`config.mk`:
```
export PLATFORM = sky130hd
export DESIGN_NAME = perf_trace_unit_flat
export DESIGN_NICKNAME = d
export VERILOG_FILES = /design/src/rtl/perf_trace_pkg.sv /design/src/rtl/perf_trace_if.sv /design/src/rtl/trace_fifo2w.sv /design/src/rtl/perf_trace_unit.sv /design/src/flat_wrapper.sv
export SDC_FILE = /design/constraint.sdc
export NUM_CORES = 1
export LEC_CHECK = 0
export ABC_CLOCK_PERIOD_IN_PS = 7190
export CORE_UTILIZATION = 40
export CTS_BUF_LIST = sky130_fd_sc_hd__clkbuf_8
export DETAILED_ROUTE_END_ITERATION = 10
export PLACE_DENSITY_LB_ADDON = 0.12
export SYNTH_ARGS = -nofsm -noshare
export SYNTH_HDL_FRONTEND = slang
export SYNTH_SLANG_ARGS = --single-unit
```
`constraint.sdc`:
```
create_clock -name clk -period 7.19 [get_ports clk]
set_input_delay 1.438 -clock clk [delete_from_list [all_inputs] [get_ports clk]]
set_output_delay 1.438 -clock clk [all_outputs]
set_load 0.03 [all_outputs]
```
`src/rtl/perf_trace_pkg.sv`:
```
// Shared definitions for the perf/trace unit.
// Contents: record kind codes, the 34-bit trace record layout, counter select
// codes, halt-sequencing states and a small record constructor.
package perf_trace_pkg;

  localparam int REC_W   = 34;
  localparam int NUM_CNT = 7;

  typedef enum logic [1:0] {
    REC_REG   = 2'd0,
    REC_LOAD  = 2'd1,
    REC_STORE = 2'd2,
    REC_HALT  = 2'd3
  } rec_kind_e;

  // {kind, tag, value}: 2 + 16 + 16 = 34 bits
  typedef struct packed {
    rec_kind_e   kind;
    logic [15:0] tag;
    logic [15:0] value;
  } trace_rec_t;

  localparam logic [2:0] CNT_CYCLE  = 3'd0;
  localparam logic [2:0] CNT_INST   = 3'd1;
  localparam logic [2:0] CNT_IC_REQ = 3'd2;
  localparam logic [2:0] CNT_IC_HIT = 3'd3;
  localparam logic [2:0] CNT_DC_REQ = 3'd4;
  localparam logic [2:0] CNT_DC_HIT = 3'd5;
  localparam logic [2:0] CNT_DROP   = 3'd6;
  localparam logic [2:0] CNT_ZERO   = 3'd7;

  // RUN: events accepted; PEND: halt retired, HALT record goes out this cycle;
  // HALTED: events ignored until reset.
  typedef enum logic [1:0] {
    ST_RUN    = 2'd0,
    ST_PEND   = 2'd1,
    ST_HALTED = 2'd2
  } halt_state_e;

  function automatic trace_rec_t make_rec(input rec_kind_e kind,
                                          input logic [15:0] tag,
                                          input logic [15:0] value);
    trace_rec_t r;
    r.kind  = kind;
    r.tag   = tag;
    r.value = value;
    return r;
  endfunction

endpackage

```
`src/rtl/perf_trace_if.sv`:
```
// Trace record stream between the producer (perf_trace_unit) and its consumer.
// Handshake: a record transfers on every clock edge where rec_valid and
// rec_ready are both high; while rec_valid is high and rec_ready is low the
// producer holds rec_kind/rec_tag/rec_value stable; rec_valid never depends on
// rec_ready.
// Signals: rec_valid, rec_ready, rec_kind[1:0], rec_tag[15:0], rec_value[15:0].
interface perf_trace_if;
  logic        rec_valid;
  logic        rec_ready;
  logic [1:0]  rec_kind;
  logic [15:0] rec_tag;
  logic [15:0] rec_value;

  modport master (output rec_valid, output rec_kind, output rec_tag,
                  output rec_value, input rec_ready);
  modport slave  (input rec_valid, input rec_kind, input rec_tag,
                  input rec_value, output rec_ready);
endinterface

```
`src/rtl/trace_fifo2w.sv`:
```
// Circular FIFO with two write lanes and one read port.
// Ports: clk, rst (sync, active-high); wr_req = records offered this cycle
// (0..2, lane 0 is earlier in order); wr_acc = records actually stored;
// rd_en pops the head when rd_valid; rd_data is the head entry.
module trace_fifo2w #(
  parameter int DEPTH = 8,
  parameter int W     = 34
) (
  input  logic         clk,
  input  logic         rst,
  input  logic [1:0]   wr_req,
  input  logic [W-1:0] wr_data0,
  input  logic [W-1:0] wr_data1,
  output logic [1:0]   wr_acc,
  input  logic         rd_en,
  output logic         rd_valid,
  output logic [W-1:0] rd_data
);
  localparam int AW = $clog2(DEPTH);
  localparam int CW = AW + 1;

  logic [AW-1:0] wr_ptr_q, wr_ptr_d;
  logic [AW-1:0] rd_ptr_q, rd_ptr_d;
  logic [CW-1:0] count_q, count_d;
  logic [CW-1:0] free_slots;
  logic [W-1:0]  mem_q [DEPTH];
  logic [W-1:0]  mem_d [DEPTH];
  logic          pop;

  assign rd_valid = (count_q != '0);
  assign rd_data  = mem_q[rd_ptr_q];
  assign pop      = rd_en & rd_valid;

  always_comb begin
    // A same-cycle pop frees its slot for this cycle's writes.
    free_slots = CW'(DEPTH) - count_q + CW'(pop);
    if (free_slots >= CW'(wr_req)) wr_acc = wr_req;
    else                           wr_acc = free_slots[1:0];

    mem_d = mem_q;
    if (wr_acc != 2'd0) mem_d[wr_ptr_q] = wr_data0;
    if (wr_acc == 2'd2) mem_d[wr_ptr_q + AW'(1)] = wr_data1;

    wr_ptr_d = wr_ptr_q + AW'(wr_acc);
    rd_ptr_d = rd_ptr_q + AW'(pop);
    count_d  = count_q + CW'(wr_acc) - CW'(pop);
  end

  always_ff @(posedge clk) begin
    if (rst) begin
      wr_ptr_q <= '0;
      rd_ptr_q <= '0;
      count_q  <= '0;
    end else begin
      wr_ptr_q <= wr_ptr_d;
      rd_ptr_q <= rd_ptr_d;
      count_q  <= count_d;
    end
  end

  // Storage needs no reset: only entries below count_q are ever visible.
  always_ff @(posedge clk) begin
    mem_q <= mem_d;
  end

endmodule

```
`src/rtl/perf_trace_unit.sv`:
```
// Commit/perf trace producer beside the MEM/WB boundary.
// Turns retire events into ordered REG/LOAD/STORE/HALT records on rec_if,
// never stalls the pipeline (records that do not fit are dropped and counted),
// and keeps seven perf counters readable through cnt_sel/cnt_data.
// Ports: clk, rst (sync, active-high); retire events reg_write/write_reg/
// write_data, mem_read/mem_write/mem_addr/mem_wdata/mem_rdata, halt, cache
// strobes; rec_if (record stream, master side); cnt_sel -> cnt_data (1-cycle
// latency); sticky halted/overflow; dbg_state exposes the halt sequencer.
module perf_trace_unit
  import perf_trace_pkg::*;
#(
  parameter int DEPTH = 8,
  parameter int CNT_W = 32
) (
  input  logic              clk,
  input  logic              rst,
  input  logic              reg_write,
  input  logic [2:0]        write_reg,
  input  logic [15:0]       write_data,
  input  logic              mem_read,
  input  logic              mem_write,
  input  logic [15:0]       mem_addr,
  input  logic [15:0]       mem_wdata,
  input  logic [15:0]       mem_rdata,
  input  logic              halt,
  input  logic              icache_req,
  input  logic              icache_hit,
  input  logic              dcache_req,
  input  logic              dcache_hit,
  perf_trace_if.master      rec_if,
  input  logic [2:0]        cnt_sel,
  output logic [CNT_W-1:0]  cnt_data,
  output logic              halted,
  output logic              overflow,
  output logic [1:0]        dbg_state
);
  localparam logic [CNT_W-1:0] ONE = CNT_W'(1);

  halt_state_e      state_q, state_d;
  logic [CNT_W-1:0] cnt_q [NUM_CNT];
  logic [CNT_W-1:0] cnt_d [NUM_CNT];
  logic [CNT_W-1:0] cnt_data_q, cnt_data_d;
  logic             overflow_q, overflow_d;

  logic             active;
  trace_rec_t       rec_reg, rec_mem, push0, push1, head;
  logic [1:0]       push_n, acc_n, drop_n;
  logic             fifo_valid;
  logic [REC_W-1:0] fifo_head;

  assign active = (state_q == ST_RUN);

  // Record builder: REG first, then the memory record; store wins on the
  // illegal read+write combination.
  always_comb begin
    rec_reg = make_rec(REC_REG, {13'b0, write_reg}, write_data);
    rec_mem = mem_write ? make_rec(REC_STORE, mem_addr, mem_wdata)
                        : make_rec(REC_LOAD, mem_addr, mem_rdata);
    push_n  = 2'd0;
    push0   = '0;
    push1   = '0;
    if (state_q == ST_PEND) begin
      push_n = 2'd1;
      push0  = make_rec(REC_HALT, 16'h0000, 16'h0000);
    end else if (active) begin
      if (reg_write) begin
        push0  = rec_reg;
        push1  = rec_mem;
        push_n = (mem_read | mem_write) ? 2'd2 : 2'd1;
      end else if (mem_read | mem_write) begin
        push0  = rec_mem;
        push_n = 2'd1;
      end
    end
  end

  trace_fifo2w #(.DEPTH(DEPTH), .W(REC_W)) u_fifo (
    .clk      (clk),
    .rst      (rst),
    .wr_req   (push_n),
    .wr_data0 (push0),
    .wr_data1 (push1),
    .wr_acc   (acc_n),
    .rd_en    (rec_if.rec_ready),
    .rd_valid (fifo_valid),
    .rd_data  (fifo_head)
  );

  assign drop_n = push_n - acc_n;

  // Head fields read as zero whenever nothing is queued.
  assign head             = fifo_valid ? trace_rec_t'(fifo_head) : '0;
  assign rec_if.rec_valid = fifo_valid;
  assign rec_if.rec_kind  = head.kind;
  assign rec_if.rec_tag   = head.tag;
  assign rec_if.rec_value = head.value;

  // Halt sequencer
  always_comb begin
    state_d = state_q;
    case (state_q)
      ST_RUN:    if (halt) state_d = ST_PEND;
      ST_PEND:   state_d = ST_HALTED;
      ST_HALTED: state_d = ST_HALTED;
      default:   state_d = ST_RUN;
    endcase
  end

  // Counters; cnt_data samples the values from before this cycle's update.
  always_comb begin
    cnt_d = cnt_q;
    if (active) begin
      cnt_d[CNT_CYCLE] = cnt_q[CNT_CYCLE] + ONE;
      if (halt | reg_write | mem_write) cnt_d[CNT_INST]   = cnt_q[CNT_INST] + ONE;
      if (icache_req)                   cnt_d[CNT_IC_REQ] = cnt_q[CNT_IC_REQ] + ONE;
      if (icache_hit)                   cnt_d[CNT_IC_HIT] = cnt_q[CNT_IC_HIT] + ONE;
      if (dcache_req)                   cnt_d[CNT_DC_REQ] = cnt_q[CNT_DC_REQ] + ONE;
      if (dcache_hit)                   cnt_d[CNT_DC_HIT] = cnt_q[CNT_DC_HIT] + ONE;
    end
    // Drops are counted regardless of halt state (the HALT record can drop).
    cnt_d[CNT_DROP] = cnt_q[CNT_DROP] + CNT_W'(drop_n);

    overflow_d = overflow_q | (drop_n != 2'd0);

    case (cnt_sel)
      CNT_CYCLE:  cnt_data_d = cnt_q[CNT_CYCLE];
      CNT_INST:   cnt_data_d = cnt_q[CNT_INST];
      CNT_IC_REQ: cnt_data_d = cnt_q[CNT_IC_REQ];
      CNT_IC_HIT: cnt_data_d = cnt_q[CNT_IC_HIT];
      CNT_DC_REQ: cnt_data_d = cnt_q[CNT_DC_REQ];
      CNT_DC_HIT: cnt_data_d = cnt_q[CNT_DC_HIT];
      CNT_DROP:   cnt_data_d = cnt_q[CNT_DROP];
      default:    cnt_data_d = '0;
    endcase
  end

  always_ff @(posedge clk) begin
    if (rst) begin
      state_q    <= ST_RUN;
      cnt_data_q <= '0;
      overflow_q <= 1'b0;
      for (int i = 0; i < NUM_CNT; i++) cnt_q[i] <= '0;
    end else begin
      state_q    <= state_d;
      cnt_data_q <= cnt_data_d;
      overflow_q <= overflow_d;
      for (int i = 0; i < NUM_CNT; i++) cnt_q[i] <= cnt_d[i];
    end
  end

  assign cnt_data  = cnt_data_q;
  assign halted    = (state_q == ST_HALTED);
  assign overflow  = overflow_q;
  assign dbg_state = state_q;

  illegal_mem_rw: assert property (@(posedge clk) disable iff (rst)
    !(active && mem_read && mem_write));

endmodule

```
`src/flat_wrapper.sv`:
```
// flat-port wrapper written by rule: the top's interface ports become plain ports
module perf_trace_unit_flat import perf_trace_pkg::*;
#(
  parameter int DEPTH = 8,
  parameter int CNT_W = 32
)
  (clk, rst, reg_write, write_reg, write_data, mem_read, mem_write, mem_addr, mem_wdata, mem_rdata, halt, icache_req, icache_hit, dcache_req, dcache_hit, cnt_sel, cnt_data, halted, overflow, dbg_state, rec_if_rec_valid, rec_if_rec_kind, rec_if_rec_tag, rec_if_rec_value, rec_if_rec_ready);
  perf_trace_if rec_if_i ();
  input  logic clk;
  input  logic rst;
  input  logic reg_write;
  input  logic [2:0] write_reg;
  input  logic [15:0] write_data;
  input  logic mem_read;
  input  logic mem_write;
  input  logic [15:0] mem_addr;
  input  logic [15:0] mem_wdata;
  input  logic [15:0] mem_rdata;
  input  logic halt;
  input  logic icache_req;
  input  logic icache_hit;
  input  logic dcache_req;
  input  logic dcache_hit;
  input  logic [2:0] cnt_sel;
  output logic [CNT_W-1:0] cnt_data;
  output logic halted;
  output logic overflow;
  output logic [1:0] dbg_state;
  output wire logic [$bits(rec_if_i.rec_valid)-1:0] rec_if_rec_valid;
  output wire logic [$bits(rec_if_i.rec_kind)-1:0] rec_if_rec_kind;
  output wire logic [$bits(rec_if_i.rec_tag)-1:0] rec_if_rec_tag;
  output wire logic [$bits(rec_if_i.rec_value)-1:0] rec_if_rec_value;
  input wire logic [$bits(rec_if_i.rec_ready)-1:0] rec_if_rec_ready;
  assign rec_if_rec_valid = rec_if_i.rec_valid;
  assign rec_if_rec_kind = rec_if_i.rec_kind;
  assign rec_if_rec_tag = rec_if_i.rec_tag;
  assign rec_if_rec_value = rec_if_i.rec_value;
  assign rec_if_i.rec_ready = rec_if_rec_ready;
  perf_trace_unit #(.DEPTH(DEPTH), .CNT_W(CNT_W)) u_core (.clk(clk), .rst(rst), .reg_write(reg_write), .write_reg(write_reg), .write_data(write_data), .mem_read(mem_read), .mem_write(mem_write), .mem_addr(mem_addr), .mem_wdata(mem_wdata), .mem_rdata(mem_rdata), .halt(halt), .icache_req(icache_req), .icache_hit(icache_hit), .dcache_req(dcache_req), .dcache_hit(dcache_hit), .rec_if(rec_if_i), .cnt_sel(cnt_sel), .cnt_data(cnt_data), .halted(halted), .overflow(overflow), .dbg_state(dbg_state));
endmodule
```
==> reports/summary.md <==
### Pwr
- 0.139 mV — Worst VDD drop
- 7.15 mW — internal power of the cells
- 34.9% — Sw Share
- 27.4% — clock share of power
- 33.9% — part of the total power dissipated in combinational logic
- 370 nW/um2 — power density cells
- 38.7% — sequential fraction of design power
- 11.0 mW — Final Power
- 10.7 nW — static power due to leakage
- 3.83 mW — net load switching power

### Synth
- 2811 — post-synthesis cell count
- sky130_fd_sc_hd__dfxtp_1 — Post-synth top flop
- 0 — number of warnings issued by yosys
- 0 — EDFF count, synth
- 2922 — net count after synthesis
- 9.05 um2 — Mapped Avg Cell Area
- 541 — post-synthesis register bit count
- 42.6% — sequential cell area fraction in the yosys report
- 0% — async set-reset flop share out of synthesis
- 55 — distinct cell type count of the synthesized netlist
- 25400 um2 — synthesized area

### Timing
- no — setup repair after global routing missed its margin
- 0.164 GHz — Fmax achieved
- 1.19 ns — transition time of the tightest slew-check pin
- 20.2% — Rel. slew slack
- 0 — count of final setup violators
- 0 — number of endpoints with negative hold slack in the final report
- 0 — Final Max Tran Viols
- 1.09 ns — slack of the critical path
- 0.0484 ns — Post-Route Skew
- 0 ns — final setup TNS
- 84.8% — final cycle utilization of the critical path
- 6.10 ns — shortest clock period the worst path allows after layout

### Place
- 151 — number of buffers inserted by port buffering
- 0.842 — gp weighted congestion
- 3658 — number of placed cells counting well taps
- 50200 um — Post-DP HPWL
- 0.417 ns — worst slack at placement

### GRT
- 90 — maximum number of pins on one net before global-route repair
- 0 — leftover overflow at the end of global routing
- 20900 — vias in the first global route
- 121000 um — wire length of the first global-routing pass
- 24.2% — global-route usage over all layers
- 1 — number of antenna violations at the first check in global routing

### Detailed routing
- 5 — number of iterations in the first detailed-routing pass
- 21800 — number of vias in the routed layout
- 0 — detailed-route DRC error count
- 20.7 um — Avg WL per Cell
- 0 — remaining antenna violation count
- 5.69 — via/cell ratio
- 1587 — number of DRC violations after detailed-routing iteration 0
- 79200 um — detailed-route wire length

### Clock network
- 95 — number of buffers created by CTS
- 0 — quantity of gates resized following cts
- 3 — H-tree depth
- 0.06 ns — clock-pin slew reported for the worst setup and hold paths after clock tree synthesis
- 0 — Post-CTS Repair Setup Buffers
- 0.72 ns — clock latency on the worst-skew pair
- 541 — TritonCTS sink count
- 3 — maximum buffer depth of the clock tree
- sky130_fd_sc_hd__clkbuf_8 — Root Buffer
- done — clock tree from TritonCTS
- 0 — quantity of hold-fixing buffers added after cts

### Flow run
- 0 — Maximum Capacitance Violations

### Die
- 92 — row count
- 40.4% — Initial Util
- 63000 um2 — Placeable Area
- 152 — Ports
- 254 um — die extent in x
- 64600 um2 — DIE AREA
- 254 um — Die Ht

### Critical path
- primary input to flip-flop — type of the setup path with the least slack
- primary input — startpoint type of the worst setup path
- flip-flop — CP endpoint kind
- 7.81 ns — required time worst endpoint
- 6.72 ns — arrival time at the worst endpoint
- 1.79 ns — worst-case register-to-register setup slack
- 13 — worst-path fanout max

### Status
- complete, no violations — status

### Final layout
- 3828 — post-route non-filler standard cell count
- 47.2% — utilization of the core after routing
- 16.8% — signed area change from the synthesized netlist to the final layout
- 11.6% — fraction of final layout cells with drive strength greater than 1
- 3020 — final net count

### Worst hold path
- flip-flop to flip-flop — Tightest Hold Check Type

## Yosys cell counts (3+ instances only)
cell type                  count  share of area [%]
sky130_fd_sc_hd__nand2b_1      6               0.15
sky130_fd_sc_hd__ha_1         27                1.3
sky130_fd_sc_hd__xor2_1      127                4.4
sky130_fd_sc_hd__or4_1         5               0.15
sky130_fd_sc_hd__a221oi_1      6               0.21
sky130_fd_sc_hd__o22ai_1     180                4.4
sky130_fd_sc_hd__a21oi_1      61                1.2
sky130_fd_sc_hd__buf_4         3              0.089
sky130_fd_sc_hd__nor3_1       28               0.55
sky130_fd_sc_hd__and2_1       11               0.27
sky130_fd_sc_hd__a211oi_1      7               0.21
sky130_fd_sc_hd__buf_1        29               0.43
sky130_fd_sc_hd__nor2_1      498                7.4
sky130_fd_sc_hd__clkbuf_1    123                1.8
sky130_fd_sc_hd__nor2b_1      16               0.39
sky130_fd_sc_hd__fa_1          3               0.24
sky130_fd_sc_hd__o211ai_1      5               0.15
sky130_fd_sc_hd__o21ai_0     217                4.3
sky130_fd_sc_hd__or3_1        33               0.81
sky130_fd_sc_hd__mux4_2       77                6.8
sky130_fd_sc_hd__buf_2        43               0.85
sky130_fd_sc_hd__nor4_1       13               0.32
sky130_fd_sc_hd__xnor2_1      71                2.4
sky130_fd_sc_hd__inv_1        40               0.59
sky130_fd_sc_hd__nand3_1      91                1.8
sky130_fd_sc_hd__nand2_1     135                2.0
sky130_fd_sc_hd__mux2i_1      94                3.7
sky130_fd_sc_hd__and3_1       35               0.86
sky130_fd_sc_hd__a31oi_1       6               0.15
sky130_fd_sc_hd__mux2_2       34                1.5
sky130_fd_sc_hd__a22o_1      129                4.4
sky130_fd_sc_hd__nand4_1      46                1.1
sky130_fd_sc_hd__and4_1       25               0.86
sky130_fd_sc_hd__a22oi_1      13               0.38
sky130_fd_sc_hd__dfxtp_1     541                 43
sky130_fd_sc_hd__nor3b_1       4               0.12
## critical path, cell delays in order
cell and delay [ns]:
sky130_fd_sc_hd__clkdlybuf4s50_1 0.55, sky130_fd_sc_hd__nor2_1 0.28, sky130_fd_sc_hd__inv_1 0.07, sky130_fd_sc_hd__ha_1 0.32, sky130_fd_sc_hd__a21oi_1 0.26, sky130_fd_sc_hd__inv_1 0.08, sky130_fd_sc_hd__ha_1 0.27, sky130_fd_sc_hd__nand2b_1 0.14
sky130_fd_sc_hd__a21o_1 0.23, sky130_fd_sc_hd__nor3_4 0.22, sky130_fd_sc_hd__buf_4 0.36, sky130_fd_sc_hd__nand2_1 0.13, sky130_fd_sc_hd__xnor2_1 0.34, sky130_fd_sc_hd__ha_1 0.18, sky130_fd_sc_hd__a21oi_1 0.13, sky130_fd_sc_hd__or4b_4 0.59
sky130_fd_sc_hd__or4_1 0.56, sky130_fd_sc_hd__or3_1 0.39, sky130_fd_sc_hd__a21oi_1 0.16
## per-layer routing
layer	track usage, %	up-vias	wire length, um
li1	-	10300	-
met1	34.2	10500	36200
met2	36.7	804	35000
met3	5.15	147	5940
met4	7.88	0	2080
met5	0	-	0
## state kept, by name, summed over array words and instances (netlist names)
signal / count
u_core.u_fifo.wr_ptr_q: 3
u_core.u_fifo.rd_ptr_q: 3
u_core.dbg_state: 2
u_core.cnt_q: 224
u_core.u_fifo.mem_q: 272
u_core.cnt_data: 32
u_core.overflow: 1
u_core.u_fifo.count_q: 4
## path summary, 6_finish.rpt
kind                                   end  depth (start not counted)                     start
setup / recovery          u_core.cnt_q[31]                         19                 mem_write
setup reg to reg          u_core.cnt_q[31]                         20  u_core.u_fifo.count_q[2]
hold / removal    u_core.u_fifo.mem_q[234]                          1  u_core.u_fifo.mem_q[234]
hold reg to reg   u_core.u_fifo.mem_q[234]                          1  u_core.u_fifo.mem_q[234]
## layout by cell type, fill, tap and decap left out, types with 5 or more instances in the layout
| cell | instances |
|---|---|
| sky130_fd_sc_hd__a211oi_1 | 7 |
| sky130_fd_sc_hd__a21oi_1 | 61 |
| sky130_fd_sc_hd__a221oi_1 | 6 |
| sky130_fd_sc_hd__a22o_1 | 129 |
| sky130_fd_sc_hd__a22oi_1 | 13 |
| sky130_fd_sc_hd__a31oi_1 | 6 |
| sky130_fd_sc_hd__and2_1 | 10 |
| sky130_fd_sc_hd__and3_1 | 35 |
| sky130_fd_sc_hd__and4_1 | 25 |
| sky130_fd_sc_hd__buf_4 | 51 |
| sky130_fd_sc_hd__clkbuf_8 | 132 |
| sky130_fd_sc_hd__clkdlybuf4s50_1 | 147 |
| sky130_fd_sc_hd__clkinv_2 | 11 |
| sky130_fd_sc_hd__clkinvlp_4 | 5 |
| sky130_fd_sc_hd__dfxtp_1 | 538 |
| sky130_fd_sc_hd__ha_1 | 27 |
| sky130_fd_sc_hd__inv_1 | 58 |
| sky130_fd_sc_hd__mux2_2 | 34 |
| sky130_fd_sc_hd__mux2i_1 | 86 |
| sky130_fd_sc_hd__mux2i_4 | 8 |
| sky130_fd_sc_hd__mux4_2 | 77 |
| sky130_fd_sc_hd__nand2_1 | 135 |
| sky130_fd_sc_hd__nand2b_1 | 6 |
| sky130_fd_sc_hd__nand3_1 | 91 |
| sky130_fd_sc_hd__nand4_1 | 46 |
| sky130_fd_sc_hd__nor2_1 | 497 |
| sky130_fd_sc_hd__nor2b_1 | 15 |
| sky130_fd_sc_hd__nor3_1 | 28 |
| sky130_fd_sc_hd__nor4_1 | 13 |
| sky130_fd_sc_hd__o211ai_1 | 5 |
| sky130_fd_sc_hd__o21ai_0 | 217 |
| sky130_fd_sc_hd__o22ai_1 | 180 |
| sky130_fd_sc_hd__or3_1 | 33 |
| sky130_fd_sc_hd__or4_1 | 5 |
| sky130_fd_sc_hd__xnor2_1 | 71 |
| sky130_fd_sc_hd__xor2_1 | 127 |
## cells by family after synthesis
family          share of synthesized area [%]
compound gates                           15.8
xor+xnor                                 6.82
fa+ha+maj                                1.56
buf+inv                                  3.81
flops                                    42.6
mux                                      12.0
simple gates                             17.4
## layout make-up
type / count / area, um2
diodes: 1 / 2.50
clock buffers: 132 / 1820
clock inverters: 37 / 213
fillers: 6033 / 33300
inverters: 40 / 150
multi-input cells: 2030 / 13700
flip-flops and latches: 541 / 10800
well taps: 846 / 1060
repair buffers: 201 / 1880
## power by group through the flow
stage                     clock network [mW]  logic (mW)  registers, mW
final                                   3.01        3.72           4.25
after global routing                    3.21        4.02           4.34
after CTS                               3.08        3.70           4.24
after detailed placement                   0        3.69           4.29
after global placement                     0        3.59           4.26
after floorplan                            0        2.68           4.12
## metrics by stage
| step | hold slack, ns | cell area, um2 |
|---|---|---|
| after floorplan | 0.443 | 25400 |
| after global placement | 0.456 | 27700 |
| after detailed placement | 0.460 | 27700 |
| after CTS | 0.477 | 29700 |
| after global routing | 0.488 | 29700 |
| final | 0.474 | 29700 |
No activity file was read; power rests on OpenSTA's default activity.
